===== src/rtl/fp32_sink_pkg.sv =====
// fp32_sink_pkg: shared types, constants and helpers
// for the fp32 adder result sink.
package fp32_sink_pkg;

  typedef enum logic [2:0] {
    ZERO, SUB, NORM, INF, NAN
  } fp_class_e;

  typedef enum logic [1:0] {
    IDLE, RUN, DRAIN, DONE
  } state_e;

  localparam logic [31:0] POS_ZERO = 32'h0000_0000;
  localparam logic [31:0] NEG_ZERO = 32'h8000_0000;
  localparam logic [31:0] POS_INF  = 32'h7F80_0000;
  localparam logic [31:0] NEG_INF  = 32'hFF80_0000;
  localparam logic [7:0]  EXP_MAX  = 8'hFF;

  function automatic fp_class_e classify(
    input logic [31:0] v
  );
    logic [7:0]  e;
    logic [22:0] m;
    e = v[30:23];
    m = v[22:0];
    if (e == EXP_MAX)
      return (m == '0) ? INF : NAN;
    if (e == '0)
      return (m == '0) ? ZERO : SUB;
    return NORM;
  endfunction

  // Counters stick at all-ones instead
  // of wrapping.
  function automatic logic [31:0] sat_add(
    input logic [31:0] a,
    input logic [2:0]  b
  );
    logic [32:0] t;
    t = {1'b0, a} + {30'd0, b};
    return t[32] ? '1 : t[31:0];
  endfunction

endpackage


===== src/rtl/fp32_sink_if.sv =====
// fp32_sink_if: operand stream and adder result bus.
// master drives x1/x2/op_val/op_over/sum/sum_val, slave samples.
interface fp32_sink_if;
  logic [31:0] x1;
  logic [31:0] x2;
  logic        op_val;
  logic        op_over;
  logic [31:0] sum;
  logic        sum_val;

  modport master (
    output x1, x2, op_val, op_over,
    output sum, sum_val
  );

  modport slave (
    input x1, x2, op_val, op_over,
    input sum, sum_val
  );
endinterface


===== src/rtl/fp32_sink_sync_fifo.sv =====
// sync_fifo: single-clock FIFO, simultaneous read/write at any level.
// Ports: clk, rst, i_wr/i_wdata, i_rd, i_flush, o_rdata, o_full, o_empty.
module sync_fifo #(
  parameter int WIDTH = 64,
  parameter int DEPTH = 16
) (
  input  logic             clk,
  input  logic             rst,
  input  logic             i_wr,
  input  logic [WIDTH-1:0] i_wdata,
  input  logic             i_rd,
  input  logic             i_flush,
  output logic [WIDTH-1:0] o_rdata,
  output logic             o_full,
  output logic             o_empty
);
  localparam int AW = (DEPTH > 1) ? $clog2(DEPTH) : 1;
  localparam int CW = AW + 1;
  localparam logic [CW-1:0] FULL_CNT = CW'(DEPTH);

  logic [WIDTH-1:0] r_mem [DEPTH];
  logic [AW-1:0]    r_wp;
  logic [AW-1:0]    r_rp;
  logic [CW-1:0]    r_cnt;

  assign o_full  = (r_cnt == FULL_CNT);
  assign o_empty = (r_cnt == '0);
  assign o_rdata = r_mem[r_rp];

  always_ff @(posedge clk) begin
    if (i_wr)
      r_mem[r_wp] <= i_wdata;
  end

  always_ff @(posedge clk) begin
    if (rst) begin
      r_wp  <= '0;
      r_rp  <= '0;
      r_cnt <= '0;
    end else if (i_flush) begin
      // A write landing with the flush survives
      // as the only entry.
      r_rp  <= r_wp;
      r_wp  <= r_wp + AW'(i_wr);
      r_cnt <= CW'(i_wr);
    end else begin
      if (i_wr)
        r_wp <= r_wp + 1'b1;
      if (i_rd)
        r_rp <= r_rp + 1'b1;
      unique case ({i_wr, i_rd})
        2'b10:   r_cnt <= r_cnt + 1'b1;
        2'b01:   r_cnt <= r_cnt - 1'b1;
        default: r_cnt <= r_cnt;
      endcase
    end
  end
endmodule


===== src/rtl/fp32_sink.sv =====
// fp32_sink: pairs each accepted operand pair with the adder's next result,
// checks IEEE-754 special cases, counts results/errors and gives a verdict.
// Ports: clk, rst, bus (slave), err_valid/err_x1/err_x2/err_sum,
// n_results, n_errors, n_unchecked, done, pass.
module fp32_sink
  import fp32_sink_pkg::*;
#(
  parameter int DEPTH      = 16,
  parameter int TIMEOUT    = 1024,
  parameter int DRAIN_IDLE = 64
) (
  input  logic        clk,
  input  logic        rst,
  fp32_sink_if.slave  bus,
  output logic        err_valid,
  output logic [31:0] err_x1,
  output logic [31:0] err_x2,
  output logic [31:0] err_sum,
  output logic [31:0] n_results,
  output logic [31:0] n_errors,
  output logic [31:0] n_unchecked,
  output logic        done,
  output logic        pass
);
  localparam int TO_W = $clog2(TIMEOUT + 1);
  localparam int DI_W = $clog2(DRAIN_IDLE + 1);
  localparam logic [TO_W-1:0] TO_LAST = TO_W'(TIMEOUT - 1);
  localparam logic [DI_W-1:0] DI_LAST = DI_W'(DRAIN_IDLE - 1);
  localparam logic [7:0] EXP_BIG = EXP_MAX - 8'd1;

  state_e          r_state;
  logic [TO_W-1:0] r_to_cnt;
  logic [DI_W-1:0] r_idle_cnt;
  logic            r_err_valid;
  logic [31:0]     r_err_x1;
  logic [31:0]     r_err_x2;
  logic [31:0]     r_err_sum;
  logic [31:0]     r_n_results;
  logic [31:0]     r_n_errors;
  logic [31:0]     r_n_unchecked;
  logic            r_done;
  logic            r_pass;

  logic [63:0] w_head;
  logic        w_full;
  logic        w_empty;
  logic [31:0] w_a;
  logic [31:0] w_b;
  logic [31:0] w_s;
  fp_class_e   w_ca;
  fp_class_e   w_cb;
  fp_class_e   w_cs;
  logic        w_s_nan;
  logic        w_s_inf;
  logic        w_ok;
  logic        w_exact;

  logic w_accept;
  logic w_pop;
  logic w_push;
  logic w_ovf;
  logic w_unf;
  logic w_to_act;
  logic w_timeout;
  logic w_idle;
  logic w_to_done;
  logic w_chk_fail;
  logic w_unchk;
  logic w_err;
  logic [2:0]  w_err_inc;
  logic [31:0] w_nerr_next;
  logic [31:0] w_ex1;
  logic [31:0] w_ex2;
  logic [31:0] w_esum;

  assign w_accept = bus.op_val
                  && (r_state == IDLE || r_state == RUN);
  assign w_pop    = bus.sum_val && !w_empty;
  assign w_ovf    = w_accept && w_full && !w_pop;
  assign w_push   = w_accept && !w_ovf;
  assign w_unf    = bus.sum_val && w_empty;
  assign w_to_act = (r_state == RUN || r_state == DRAIN)
                  && !w_empty && !bus.sum_val;
  assign w_timeout = w_to_act && (r_to_cnt == TO_LAST);
  assign w_idle    = w_empty && !bus.sum_val;
  assign w_to_done = (r_state == DRAIN) && w_idle
                   && (r_idle_cnt == DI_LAST);

  sync_fifo #(
    .WIDTH (64),
    .DEPTH (DEPTH)
  ) u_fifo (
    .clk     (clk),
    .rst     (rst),
    .i_wr    (w_push),
    .i_wdata ({bus.x1, bus.x2}),
    .i_rd    (w_pop),
    .i_flush (w_timeout),
    .o_rdata (w_head),
    .o_full  (w_full),
    .o_empty (w_empty)
  );

  assign w_a  = w_head[63:32];
  assign w_b  = w_head[31:0];
  assign w_s  = bus.sum;
  assign w_ca = classify(w_a);
  assign w_cb = classify(w_b);
  assign w_cs = classify(w_s);
  assign w_s_nan = (w_cs == NAN);
  assign w_s_inf = (w_cs == INF);

  // First matching rule wins; only the
  // catch-all leaves the result unchecked.
  always_comb begin
    w_ok    = 1'b1;
    w_exact = 1'b1;
    if (w_ca == NAN || w_cb == NAN)
      w_ok = w_s_nan;
    else if (w_ca == INF && w_cb == INF
             && w_a[31] != w_b[31])
      w_ok = w_s_nan;
    else if (w_ca == INF)
      w_ok = (w_s == w_a);
    else if (w_cb == INF)
      w_ok = (w_s == w_b);
    else if (w_ca == ZERO && w_cb == ZERO)
      w_ok = (w_s == ((w_a[31] && w_b[31])
                      ? NEG_ZERO : POS_ZERO));
    else if (w_ca == ZERO && w_cb == NORM)
      w_ok = (w_s == w_b);
    else if (w_cb == ZERO && w_ca == NORM)
      w_ok = (w_s == w_a);
    else if (w_a == (w_b ^ NEG_ZERO))
      w_ok = (w_s == POS_ZERO);
    else begin
      w_exact = 1'b0;
      if (w_a[30:23] < EXP_BIG
          && w_b[30:23] < EXP_BIG)
        w_ok = !(w_s_nan || w_s_inf);
    end
  end

  assign w_chk_fail = w_pop && !w_ok;
  assign w_unchk    = w_pop && w_ok && !w_exact;
  assign w_err      = w_ovf || w_unf || w_chk_fail;
  assign w_err_inc  = {2'b0, w_ovf} + {2'b0, w_unf}
                    + {2'b0, w_chk_fail}
                    + {2'b0, w_timeout};
  assign w_nerr_next = sat_add(r_n_errors, w_err_inc);

  assign w_ex1  = w_ovf ? bus.x1
                : (w_unf ? '0 : w_a);
  assign w_ex2  = w_ovf ? bus.x2
                : (w_unf ? '0 : w_b);
  assign w_esum = w_ovf ? '0 : w_s;

  always_ff @(posedge clk) begin
    if (rst) begin
      r_state       <= IDLE;
      r_to_cnt      <= '0;
      r_idle_cnt    <= '0;
      r_err_valid   <= 1'b0;
      r_err_x1      <= '0;
      r_err_x2      <= '0;
      r_err_sum     <= '0;
      r_n_results   <= '0;
      r_n_errors    <= '0;
      r_n_unchecked <= '0;
      r_done        <= 1'b0;
      r_pass        <= 1'b0;
    end else begin
      r_err_valid <= w_err;
      if (w_err) begin
        r_err_x1  <= w_ex1;
        r_err_x2  <= w_ex2;
        r_err_sum <= w_esum;
      end
      r_n_results <= sat_add(r_n_results,
                             {2'b0, w_pop});
      r_n_errors  <= w_nerr_next;
      r_n_unchecked <= sat_add(r_n_unchecked,
                               {2'b0, w_unchk});
      r_to_cnt <= (w_to_act && !w_timeout)
                  ? r_to_cnt + 1'b1 : '0;
      r_pass <= (r_done || w_to_done)
                && (w_nerr_next == '0);
      unique case (r_state)
        IDLE: begin
          if (bus.op_over)
            r_state <= DRAIN;
          else if (bus.op_val)
            r_state <= RUN;
        end
        RUN: begin
          if (bus.op_over)
            r_state <= DRAIN;
        end
        DRAIN: begin
          if (!w_idle)
            r_idle_cnt <= '0;
          else if (w_to_done) begin
            r_state <= DONE;
            r_done  <= 1'b1;
          end else
            r_idle_cnt <= r_idle_cnt + 1'b1;
        end
        DONE:    r_done  <= 1'b1;
        default: r_state <= IDLE;
      endcase
    end
  end

  assign err_valid   = r_err_valid;
  assign err_x1      = r_err_x1;
  assign err_x2      = r_err_x2;
  assign err_sum     = r_err_sum;
  assign n_results   = r_n_results;
  assign n_errors    = r_n_errors;
  assign n_unchecked = r_n_unchecked;
  assign done        = r_done;
  assign pass        = r_pass;
endmodule

===== src/flat_wrapper.sv =====
// flat-port wrapper written by rule: the top's interface ports become plain ports
module fp32_sink_flat import fp32_sink_pkg::*;
#(
  parameter int DEPTH      = 16,
  parameter int TIMEOUT    = 1024,
  parameter int DRAIN_IDLE = 64
)
  (clk, rst, err_valid, err_x1, err_x2, err_sum, n_results, n_errors, n_unchecked, done, pass, bus_x1, bus_x2, bus_op_val, bus_op_over, bus_sum, bus_sum_val);
  fp32_sink_if bus_i ();
  input  logic clk;
  input  logic rst;
  output logic err_valid;
  output logic [31:0] err_x1;
  output logic [31:0] err_x2;
  output logic [31:0] err_sum;
  output logic [31:0] n_results;
  output logic [31:0] n_errors;
  output logic [31:0] n_unchecked;
  output logic done;
  output logic pass;
  input wire logic [$bits(bus_i.x1)-1:0] bus_x1;
  input wire logic [$bits(bus_i.x2)-1:0] bus_x2;
  input wire logic [$bits(bus_i.op_val)-1:0] bus_op_val;
  input wire logic [$bits(bus_i.op_over)-1:0] bus_op_over;
  input wire logic [$bits(bus_i.sum)-1:0] bus_sum;
  input wire logic [$bits(bus_i.sum_val)-1:0] bus_sum_val;
  assign bus_i.x1 = bus_x1;
  assign bus_i.x2 = bus_x2;
  assign bus_i.op_val = bus_op_val;
  assign bus_i.op_over = bus_op_over;
  assign bus_i.sum = bus_sum;
  assign bus_i.sum_val = bus_sum_val;
  fp32_sink #(.DEPTH(DEPTH), .TIMEOUT(TIMEOUT), .DRAIN_IDLE(DRAIN_IDLE)) u_core (.clk(clk), .rst(rst), .bus(bus_i), .err_valid(err_valid), .err_x1(err_x1), .err_x2(err_x2), .err_sum(err_sum), .n_results(n_results), .n_errors(n_errors), .n_unchecked(n_unchecked), .done(done), .pass(pass));
endmodule

===== config.mk =====
export PLATFORM = sky130hd
export DESIGN_NAME = fp32_sink_flat
export DESIGN_NICKNAME = d
export VERILOG_FILES = /design/src/rtl/fp32_sink_pkg.sv /design/src/rtl/fp32_sink_if.sv /design/src/rtl/fp32_sink_sync_fifo.sv /design/src/rtl/fp32_sink.sv /design/src/flat_wrapper.sv
export SDC_FILE = /design/constraint.sdc
export NUM_CORES = 1
export LEC_CHECK = 0
export CORE_MARGIN = 3
export CORE_UTILIZATION = 25
export DETAILED_ROUTE_END_ITERATION = 7
export SETUP_SLACK_MARGIN = 0.02
export SLEW_MARGIN = 10
export SYNTH_ARGS = -nofsm -noshare
export SYNTH_HDL_FRONTEND = slang
export SYNTH_SLANG_ARGS = --single-unit

===== constraint.sdc =====
create_clock -name clk -period 14.4 [get_ports clk]
set_input_delay 4.32 -clock clk [delete_from_list [all_inputs] [get_ports clk]]
set_output_delay 4.32 -clock clk [all_outputs]
set_load 0.1 [all_outputs]

After elaboration in Yosys (flattened, before gate mapping)
Memory sizes are Yosys's and may differ from the RTL's. A register that Yosys moved wholly into a read port is not among the register bits.
Cells that the tools add are included.

cells by class
  $add $sub $neg = 13
  $mul = 0
  divide/modulo/power cells = 0
  magnitude comparators = 2
  equal/unequal tests = 29
  shift-type cells = 0
  multiplexer cells = 74
  bitwise gates (word level) = 2
  reduce and logical (&&, ||, !) cells = 62

operators by type and width
  cell                                               number
  2-to-1 mux 32 bit                                  9
  == test 32 bit                                     4
  zero test 23 bit                                   3
  adder 32 x 1 -> 33 bit                             2
  zero test 32 bit                                   2
  2-to-1 mux 3 bit                                   15
  2-to-1 mux 1 bit                                   34
  adder 32 x 3 -> 33 bit                             1
  == test 8 bit, second input constant               3
  logical AND 1 bit                                  24
  zero test 8 bit                                    3
  2-to-1 mux 4 bit                                   6
  less-than comparator 8 bit, second input constant  2
  == test 3 x 2 -> 1 bit, second input constant      5
  2-to-1 mux 7 bit                                   2
  adder 11 x 1 -> 11 bit, second input constant      1
  == test 11 x 10 -> 1 bit, second input constant    1
  2-to-1 mux 2 bit                                   5
  case mux 5 bit (2 select lines)                    1
  == test 3 bit, second input constant               3
  adder 4 x 1 -> 4 bit, second input constant        2
  zero test 1 bit                                    8
  nonzero test 2 bit                                 4
  adder 7 x 1 -> 7 bit, second input constant        1
  25 further kinds                                   41

storage, ports and cells
  flip-flop bits (word level) = 228
  latch bits = 0
  RAM bits = 1024
  ROM bits = 0
  bits of input ports = 101
  logic and storage cells = 199
  memories = 1

memories
  memory               words  width  read ports  clocked after memory_dff  write ports  line                       text
  u_core.u_fifo.r_mem  16     64     1           1                         1            fp32_sink_sync_fifo.sv:21  logic [WIDTH-1:0] r_mem [DEPTH];

Depth between registers and ports, before layout
Gate-level depths: netlist of run 1.

  word-level depth = 26
  mapped depth = 36
  mapped depth without buffers = 29

Hierarchy
A second synthesis of run 1 with hierarchy kept.

second synthesis, totals
  cells, all modules = 3144
  area total of the unflattened synthesis = 51256.7 µm²

by module, submodules not included
  module     instances  cells an instance  area an instance (µm²)  sequential area each (µm²)
  sync_fifo  1          1691               39202.6                 31089.8
  fp32_sink  1          1453               12054.1                 4304.1

Worst setup path before layout of run 1
Ideal clock, no wire load.

  kind = in2reg
  from = in bus_sum[31]
  to = reg u_core.r_pass (netlist: u_core.pass)
  library setup time = 92 ps
  data arrival time = 9774 ps
  data required time = 14308 ps
  slack = 4534 ps
  cell stages on the path = 28
  cell sequence = clkbuf_1 and3_1 nor4_1 a21oi_1 o311ai_1 or4b_1 nor4_2 a311oi_1 a211oi_1 o21ai_2 nand2_1 buf_2 fa_1 inv_1 ha_1 inv_1 fa_1 nor2b_1 o21a_1 nand2b_1 or3_1 nor2_1 nand4_1 a21oi_1 a21oi_1 a2111oi_0 o2111ai_1 nor4_1

on the way
  longest elaborated chain between the ends = 17

ends and longest elaborated chain
  what                      line                 text
  from (decl)               flat_wrapper.sv:25   input wire logic [$bits(bus_i.sum)-1:0] bus_sum;
  zero test 32 bit          fp32_sink.sv:135     w_ok = (w_s == POS_ZERO);
  2-to-1 mux 1 bit          fp32_sink.sv:134     else if (w_a == (w_b ^ NEG_ZERO))
  2-to-1 mux 1 bit          fp32_sink.sv:132     else if (w_cb == ZERO && w_ca == NORM)
  2-to-1 mux 1 bit          fp32_sink.sv:130     else if (w_ca == ZERO && w_cb == NORM)
  2-to-1 mux 1 bit          fp32_sink.sv:127     else if (w_ca == ZERO && w_cb == ZERO)
  2-to-1 mux 1 bit          fp32_sink.sv:125     else if (w_cb == INF)
  2-to-1 mux 1 bit *        fp32_sink.sv:123     else if (w_ca == INF)
  2-to-1 mux 1 bit *        fp32_sink.sv:120     else if (w_ca == INF && w_cb == INF
  2-to-1 mux 1 bit *        fp32_sink.sv:118     if (w_ca == NAN || w_cb == NAN)
  zero test 1 bit *         fp32_sink.sv:144     assign w_chk_fail = w_pop && !w_ok;
  logical AND 1 bit *       fp32_sink.sv:144
  adder 3 x 1 -> 3 bit *    fp32_sink.sv:148     + {2'b0, w_chk_fail}
  adder 3 x 1 -> 3 bit *    fp32_sink.sv:149     + {2'b0, w_timeout};
  adder 32 x 3 -> 33 bit *  fp32_sink_pkg.sv:40  t = {1'b0, a} + {30'd0, b};
  2-to-1 mux 32 bit *       fp32_sink_pkg.sv:41  return t[32] ? '1 : t[31:0];
  zero test 32 bit *        fp32_sink.sv:187     && (w_nerr_next == '0);
  logical AND 1 bit *       fp32_sink.sv:187
  to (signal assigned)      fp32_sink.sv:186     r_pass <= (r_done || w_to_done)
  to (decl)                 fp32_sink.sv:42      logic r_pass;

Every way passes the cells marked *; elsewhere a longest branch is shown, timed or not.
A chain may end at the register's enable or synchronous reset.

Final worst setup path of run 1
Same ends and word-level chain as after synthesis.

==> reports/qor.yml, run 1 <==
critical_path_arrival_ns: 11.73
post_synth.cell_area_avg_um2: 15.9
drt-initial-drc-count: 3611
fp.dieH_um: 470
worstSkewPairLatency_ns: 0.78
worst_hold_path.num_cells: 1
final_hold_viol_count: 0
max_stage_delay_ns: 0.72
synth_warnings: 0
fp-row-count: 169
post_drt_wl_per_cell_um: 27.4
die_w_um: 470
avgViaCountPerCell: 5.01
synth_flop_cell: "sky130_fd_sc_hd__edfxtp_1"
outcome: "completed"
final_antenna_net_count: 0
timing.slew.headroom_pct: 19.9
final_cell_count_no_fill: 6639
critical_path_class: "in -> reg"
crit_path_max_delay_family: "simple AND/OR/NAND/NOR gates"
postSynthNetCount: 3512
critPathLaunchType: "primary input"
tritoncts_clock_tree: "built"
timing.critical_path.depth: 28
clk_path_buf_depth: 3
synth_cell_type_count: 83
clock_tree.htree_level_count: 4
routed_wl_um: 182000
type_of_destination_of_the_critical_path: "flip-flop"
timing_worst_slew_pin_value_ns: 1.20
cp_data_required_time_ns: 15.08
gp_congestion: 0.958
timing.fmax_mhz: 90.5
cts.sink_count: 1256
commonest_cells_after_routing_fill_and_taps_aside: "sky130_fd_sc_hd__edfxtp_1, sky130_fd_sc_hd__clkdlybuf4s50_1, sky130_fd_sc_hd__mux4_2"
timing.setup.tns_ns: 0
synth_top_area_cells: "sky130_fd_sc_hd__edfxtp_1, sky130_fd_sc_hd__mux4_2, sky130_fd_sc_hd__dfxtp_1"
postSynth.asyncResetShare_pct: 0
worst-r2r-cell-count: 28
via_count_of_the_first_global_routing_pass: 32500
hp-class: "reg -> reg"
cp_num_buf_inv: 4
post_synth_instance_area_um2: 53800
clkSlewWorstSetupHoldPaths_ns: 0.06
synth_area_leader_cell: "sky130_fd_sc_hd__edfxtp_1"
grt_start_max_net_pins: 113
tritoncts.num_buffers: 134
layout_worst_path_cycle_share_pct: 76.8
post_route_cells_drive_above_1_share_pct: 17.9
timing.max_cap.violations: 0
netlist.area_leader.share_pct: 57.2
vdd_drop_max_uv: 134
track_usage_pct: 16.0
postCtsHoldBufs: 0
global_route_wire_length_before_repair_um: 254000
remaining_drc_errors: 0
synth_cells: 3384
ratio_of_total_power_to_cell_area_nw_per_um2: 181
placed_cells: 6379
initial_core_utilization_pct: 25.3
critical_path.max_fanout: 41
coreArea_um2: 213000
fp.dieArea_um2: 221000
antenna_violations_before_repair: 41
area_growth_syn_to_layout_pct: 19.7
hpwl_um: 120000
post_cts_resized: 0
ctsRootBufferMaster: "sky130_fd_sc_hd__clkbuf_16"
fin_crit_ns: 11.05
buffer_ports.inserted: 295
cpMostUsedCell: "sky130_fd_sc_hd__a21oi_1"
setup_viol_count_final: 0
io_pins: 296
worstHoldStart: "u_core.r_to_cnt[0]"
synth-edff-count: 1024
worst_path_max_delay_cell: "sky130_fd_sc_hd__nand2_4"
via_count: 33300
mostFrequentLayoutCell: "sky130_fd_sc_hd__edfxtp_1"
drv_slew: 0
overflow: 0
critPathLaunch: "bus_sum[31]"
final_net_count: 3822
postCtsSetupBuffers: 0
drtPass1Iterations: 6
synth.yosys.seq_area_share_pct: 65.8
rsz_0062_raised_after_global_routing: "no"
synth_seq_cells: 1256
power_leakage_uw: 0.0201
finClkSkew_ns: 0.0417
## layer usage
| layer | global-route usage [%] | up-vias | part of all wire, % |
|---|---|---|---|
| met3 | 3.65 | 370 | 7.9 |
| met2 | 26.5 | 1469 | 48 |
| met5 | 0 | - | 0.090 |
| met4 | 8.49 | 26 | 5.9 |
| li1 | - | 14100 | - |
| met1 | 19.4 | 17300 | 38 |
## worst register-to-register path, delay by kind of cell (launching register included)
kind	cells	cell delay (ns)
AO/OA/AOI/OAI	10	2.55
AND/OR/NAND/NOR	9	2.44
buffers and inverters	3	0.59
adder cells (fa/ha/maj)	3	1.29
multiplexers	3	2.23
flip-flops	1	0.73
## layout make-up
cell class | count | area, um2
clock inverters | 69 | 752
inverters | 39 | 148
repair buffers | 368 | 3550
well taps | 2821 | 3530
multi-input cells | 1895 | 17300
fillers | 20800 | 149000
clock buffers | 176 | 3650
diodes | 15 | 37.5
flip-flops and latches | 1256 | 35400
## Yosys cell counts, types with 24 or more instances
master,instances
sky130_fd_sc_hd__nor3_1,41
sky130_fd_sc_hd__a221oi_2,61
sky130_fd_sc_hd__a21oi_1,142
sky130_fd_sc_hd__and3_1,29
sky130_fd_sc_hd__xor2_1,109
sky130_fd_sc_hd__buf_4,38
sky130_fd_sc_hd__inv_1,35
sky130_fd_sc_hd__buf_2,51
sky130_fd_sc_hd__edfxtp_1,1024
sky130_fd_sc_hd__a22o_1,41
sky130_fd_sc_hd__dfxtp_1,232
sky130_fd_sc_hd__nand3_1,70
sky130_fd_sc_hd__mux2i_1,160
sky130_fd_sc_hd__xnor2_1,83
sky130_fd_sc_hd__o22ai_1,29
sky130_fd_sc_hd__clkbuf_1,79
sky130_fd_sc_hd__o21ai_0,32
sky130_fd_sc_hd__mux2_2,41
sky130_fd_sc_hd__nor4_1,27
sky130_fd_sc_hd__nor2_1,222
sky130_fd_sc_hd__ha_1,24
sky130_fd_sc_hd__nand2_1,149
sky130_fd_sc_hd__nand4_1,37
sky130_fd_sc_hd__mux4_2,246
sky130_fd_sc_hd__a22oi_1,116
## cells by family after synthesis
| group | share of synthesized area (%) |
|---|---|
| DFF | 65.8 |
| and+or+nand+nor | 6.27 |
| AOI/OAI and AO/OA | 7.69 |
| muxes | 14.1 |
| buffers and inverters | 2.30 |
| xor gates and xnor gates | 3.13 |
| adders and majority gates | 0.670 |
## sequential cells by signal, indices dropped and copies added (netlist names), 2 cells and up, named ones only
register,count
u_core.err_sum,32
u_core.err_x1,32
u_core.err_x2,32
u_core.n_errors,32
u_core.n_results,32
u_core.n_unchecked,32
u_core.r_idle_cnt,7
u_core.r_state,2
u_core.r_to_cnt,11
u_core.u_fifo.r_cnt,5
u_core.u_fifo.r_mem,1024
u_core.u_fifo.r_rp,4
u_core.u_fifo.r_wp,4
## metrics by stage
stage / hold WS (ns) / instance area, um2 / total power (uW) / setup slack [ns] / util (%)
finish: 0.457 / 64400 / 11600 / 3.35 / 30.2
global route: 0.480 / 64400 / 12000 / 2.80 / 30.2
CTS: 0.460 / 64400 / 11700 / 3.42 / 30.2
detailed placement: 0.448 / 59900 / 8260 / 2.62 / 28.2
global placement: 0.443 / 59900 / 8240 / 2.59 / 28.2
floorplan: 0.430 / 53800 / 6890 / 4.53 / -
## path summary, 6_finish.rpt
path | endpoint | slack, ns
max | u_core.pass | 3.35
min | u_core.r_to_cnt[0] | 0.46
max reg2reg | u_core.pass | 4.48
min reg2reg | u_core.r_to_cnt[0] | 0.46
## report_power, final
group | switching, uW | leakage, uW | internal [uW]
combinational | 2780 | 0.00687 | 1070
clock | 1490 | 0.00215 | 1970
sequential | 155 | 0.0111 | 4180
total | 4420 | 0.0201 | 7220
(Power assumes the default switching activity.)
==> run 2: changes to the inputs <==
==> constraint.sdc (replaced) <==
create_clock -name clk -period 9.7 [get_ports clk]
set_input_delay 2.91 -clock clk [delete_from_list [all_inputs] [get_ports clk]]
set_output_delay 2.91 -clock clk [all_outputs]
set_load 0.1 [all_outputs]
==> run 2 against run 1 <==
- flip-flop and latch count unchanged
- final cell count increased by 1.0%
- global-route usage increased by 0.33 points
- first-iteration DRC count increased by 3.2%
- hold slack improved by 0.012 ns
- utilization increased by 0.30 points
- critical path type unchanged
- critical endpoint unchanged
- largest power group unchanged
==> reports/qor.yml, run 2 (same netlist as run 1, synthesis figures left out) <==
track_usage_pct: 16.3
postCtsHoldBufs: 0
drt-initial-drc-count: 3728
grt_start_max_net_pins: 89
worstSkewPairLatency_ns: 0.79
critPathLaunchType: "primary input"
outcome: "completed"
ff2ff_setup_slack_ns: 1.11
worst-r2r-cell-count: 30
type_of_destination_of_the_critical_path: "flip-flop"
avgViaCountPerCell: 5.03
fp.dieH_um: 470
post-layout-total-power_uw: 17500
vdd_drop_max_uv: 239
antenna_violations_before_repair: 39
cts.sink_count: 1256
timing.max_cap.violations: 0
power_leakage_uw: 0.0206
critical_path.reg2reg.endpoint: "u_core.pass"
routed_wl_um: 186000
final_antenna_net_count: 0
critical_path_class: "in -> reg"
ctsRootBufferMaster: "sky130_fd_sc_hd__clkbuf_16"
die_w_um: 470
timing.slew.headroom_pct: 20.1
timing_worst_slew_pin_value_ns: 1.20
final_cell_count_no_fill: 6706
fp.dieArea_um2: 221000
largest_reg_flops: 1024
max_stage_delay_ns: 0.60
io_pins: 296
ratio_of_total_power_to_cell_area_nw_per_um2: 269
overflow: 0
post_cts_resized: 0
power.share.combinational_pct: 33.4
via_count: 33800
setup_viol_count_final: 0
fp-row-count: 169
switchingPower_uw: 6710
tritoncts_clock_tree: "built"
clock_tree.htree_level_count: 4
dpl_cell_area_um2: 60500
fin_area_um2: 65000
timing.setup.tns_ns: 0
via_count_of_the_first_global_routing_pass: 33100
postCtsSetupBuffers: 0
fin_crit_ns: 8.81
final_hold_viol_count: 0
tritoncts.num_buffers: 137
area_growth_syn_to_layout_pct: 20.9
buffer_ports.inserted: 295
initial_core_utilization_pct: 25.3
worst_hold_path.num_cells: 1
global_route_wire_length_before_repair_um: 260000
placed_cells: 6446
post_route_cells_drive_above_1_share_pct: 19.6
finClkSkew_ns: 0.0639
hpwl_um: 126000
worst_path_max_delay_cell: "sky130_fd_sc_hd__or4b_1"
drv_slew: 0
worst_setup_path_endpoint: "u_core.pass"
hp-class: "reg -> reg"
clk_path_buf_depth: 3
commonest_cells_after_routing_fill_and_taps_aside: "sky130_fd_sc_hd__edfxtp_1, sky130_fd_sc_hd__clkdlybuf4s50_1, sky130_fd_sc_hd__mux4_2"
cpMostUsedCell: "sky130_fd_sc_hd__a21oi_1"
mostFrequentLayoutCell: "sky130_fd_sc_hd__edfxtp_1"
layout_worst_path_cycle_share_pct: 90.8
switching_share_pct: 38.3
pwr-share-clk_pct: 29.8
critPathLaunch: "bus_sum[31]"
remaining_drc_errors: 0
register_name_with_the_most_flops: "u_core.u_fifo.r_mem"
drtPass1Iterations: 5
critical_path.max_fanout: 7
gp_congestion: 0.936
sequentialPowerShare_pct: 36.7
post_drt_wl_per_cell_um: 27.8
timing.fmax_mhz: 114
coreArea_um2: 213000
internal_power_uw: 10800
clkSlewWorstSetupHoldPaths_ns: 0.06
critical_path_arrival_ns: 9.48
rsz_0062_raised_after_global_routing: "no"
cp_data_required_time_ns: 10.38
final_net_count: 3892
[run 2: power by group through the flow]
| stage | combinational [uW] | sequential, uW | clock [uW] |
|---|---|---|---|
| after CTS | 5880 | 6430 | 5320 |
| final | 5850 | 6430 | 5220 |
| after global placement | 5850 | 6530 | 0 |
| after floorplan | 2440 | 7800 | 0 |
| after global routing | 6060 | 6460 | 5530 |
| after detailed placement | 5870 | 6540 | 0 |
[run 2: metrics by stage]
stage | hold WS (ns) | setup WS, ns | utilization (%)
floorplan | 0.430 | 1.24 | -
global placement | 0.447 | 0.0822 | 28.4
detailed placement | 0.458 | 0.121 | 28.4
CTS | 0.472 | 0.965 | 30.5
global route | 0.477 | 0.496 | 30.5
finish | 0.469 | 0.895 | 30.5
[run 2: critical path, delay by kind of cell]
| family | cells | cell delay, ns |
|---|---|---|
| simple gates | 11 | 2.56 |
| compound gates | 10 | 2.01 |
| buf+inv | 5 | 1.06 |
| fa+ha+maj | 3 | 0.93 |
[run 2: cell type report]
type | instances | area (um2)
inverter | 39 | 148
timing repair buffer | 435 | 4120
tap | 2821 | 3530
fill | 20800 | 148000
clock buffer | 178 | 3750
antenna | 10 | 25.0
clock inverter | 72 | 753
multi-input combinational | 1895 | 17300
sequential | 1256 | 35400
[run 2: layer usage]
layer / GRT usage [%] / vias up / share of wire (%)
li1: - / 14200 / -
met1: 19.7 / 17600 / 38
met2: 27.3 / 1517 / 49
met3: 3.45 / 358 / 7.5
met4: 8.80 / 28 / 5.6
met5: 0 / - / 0.099
[run 2: how the worst min path moves through the flow]
stage,to,slack [ns],from
after detailed placement,u_core.err_sum[6],0.46,u_core.err_sum[6]
after global routing,u_core.r_to_cnt[10],0.48,u_core.r_to_cnt[10]
after global placement,u_core.r_to_cnt[0],0.45,u_core.r_to_cnt[0]
final,u_core.r_to_cnt[10],0.47,u_core.r_to_cnt[10]
after CTS,u_core.r_to_cnt[10],0.47,u_core.r_to_cnt[10]
after floorplan,u_core.r_to_cnt[0],0.43,u_core.r_to_cnt[0]
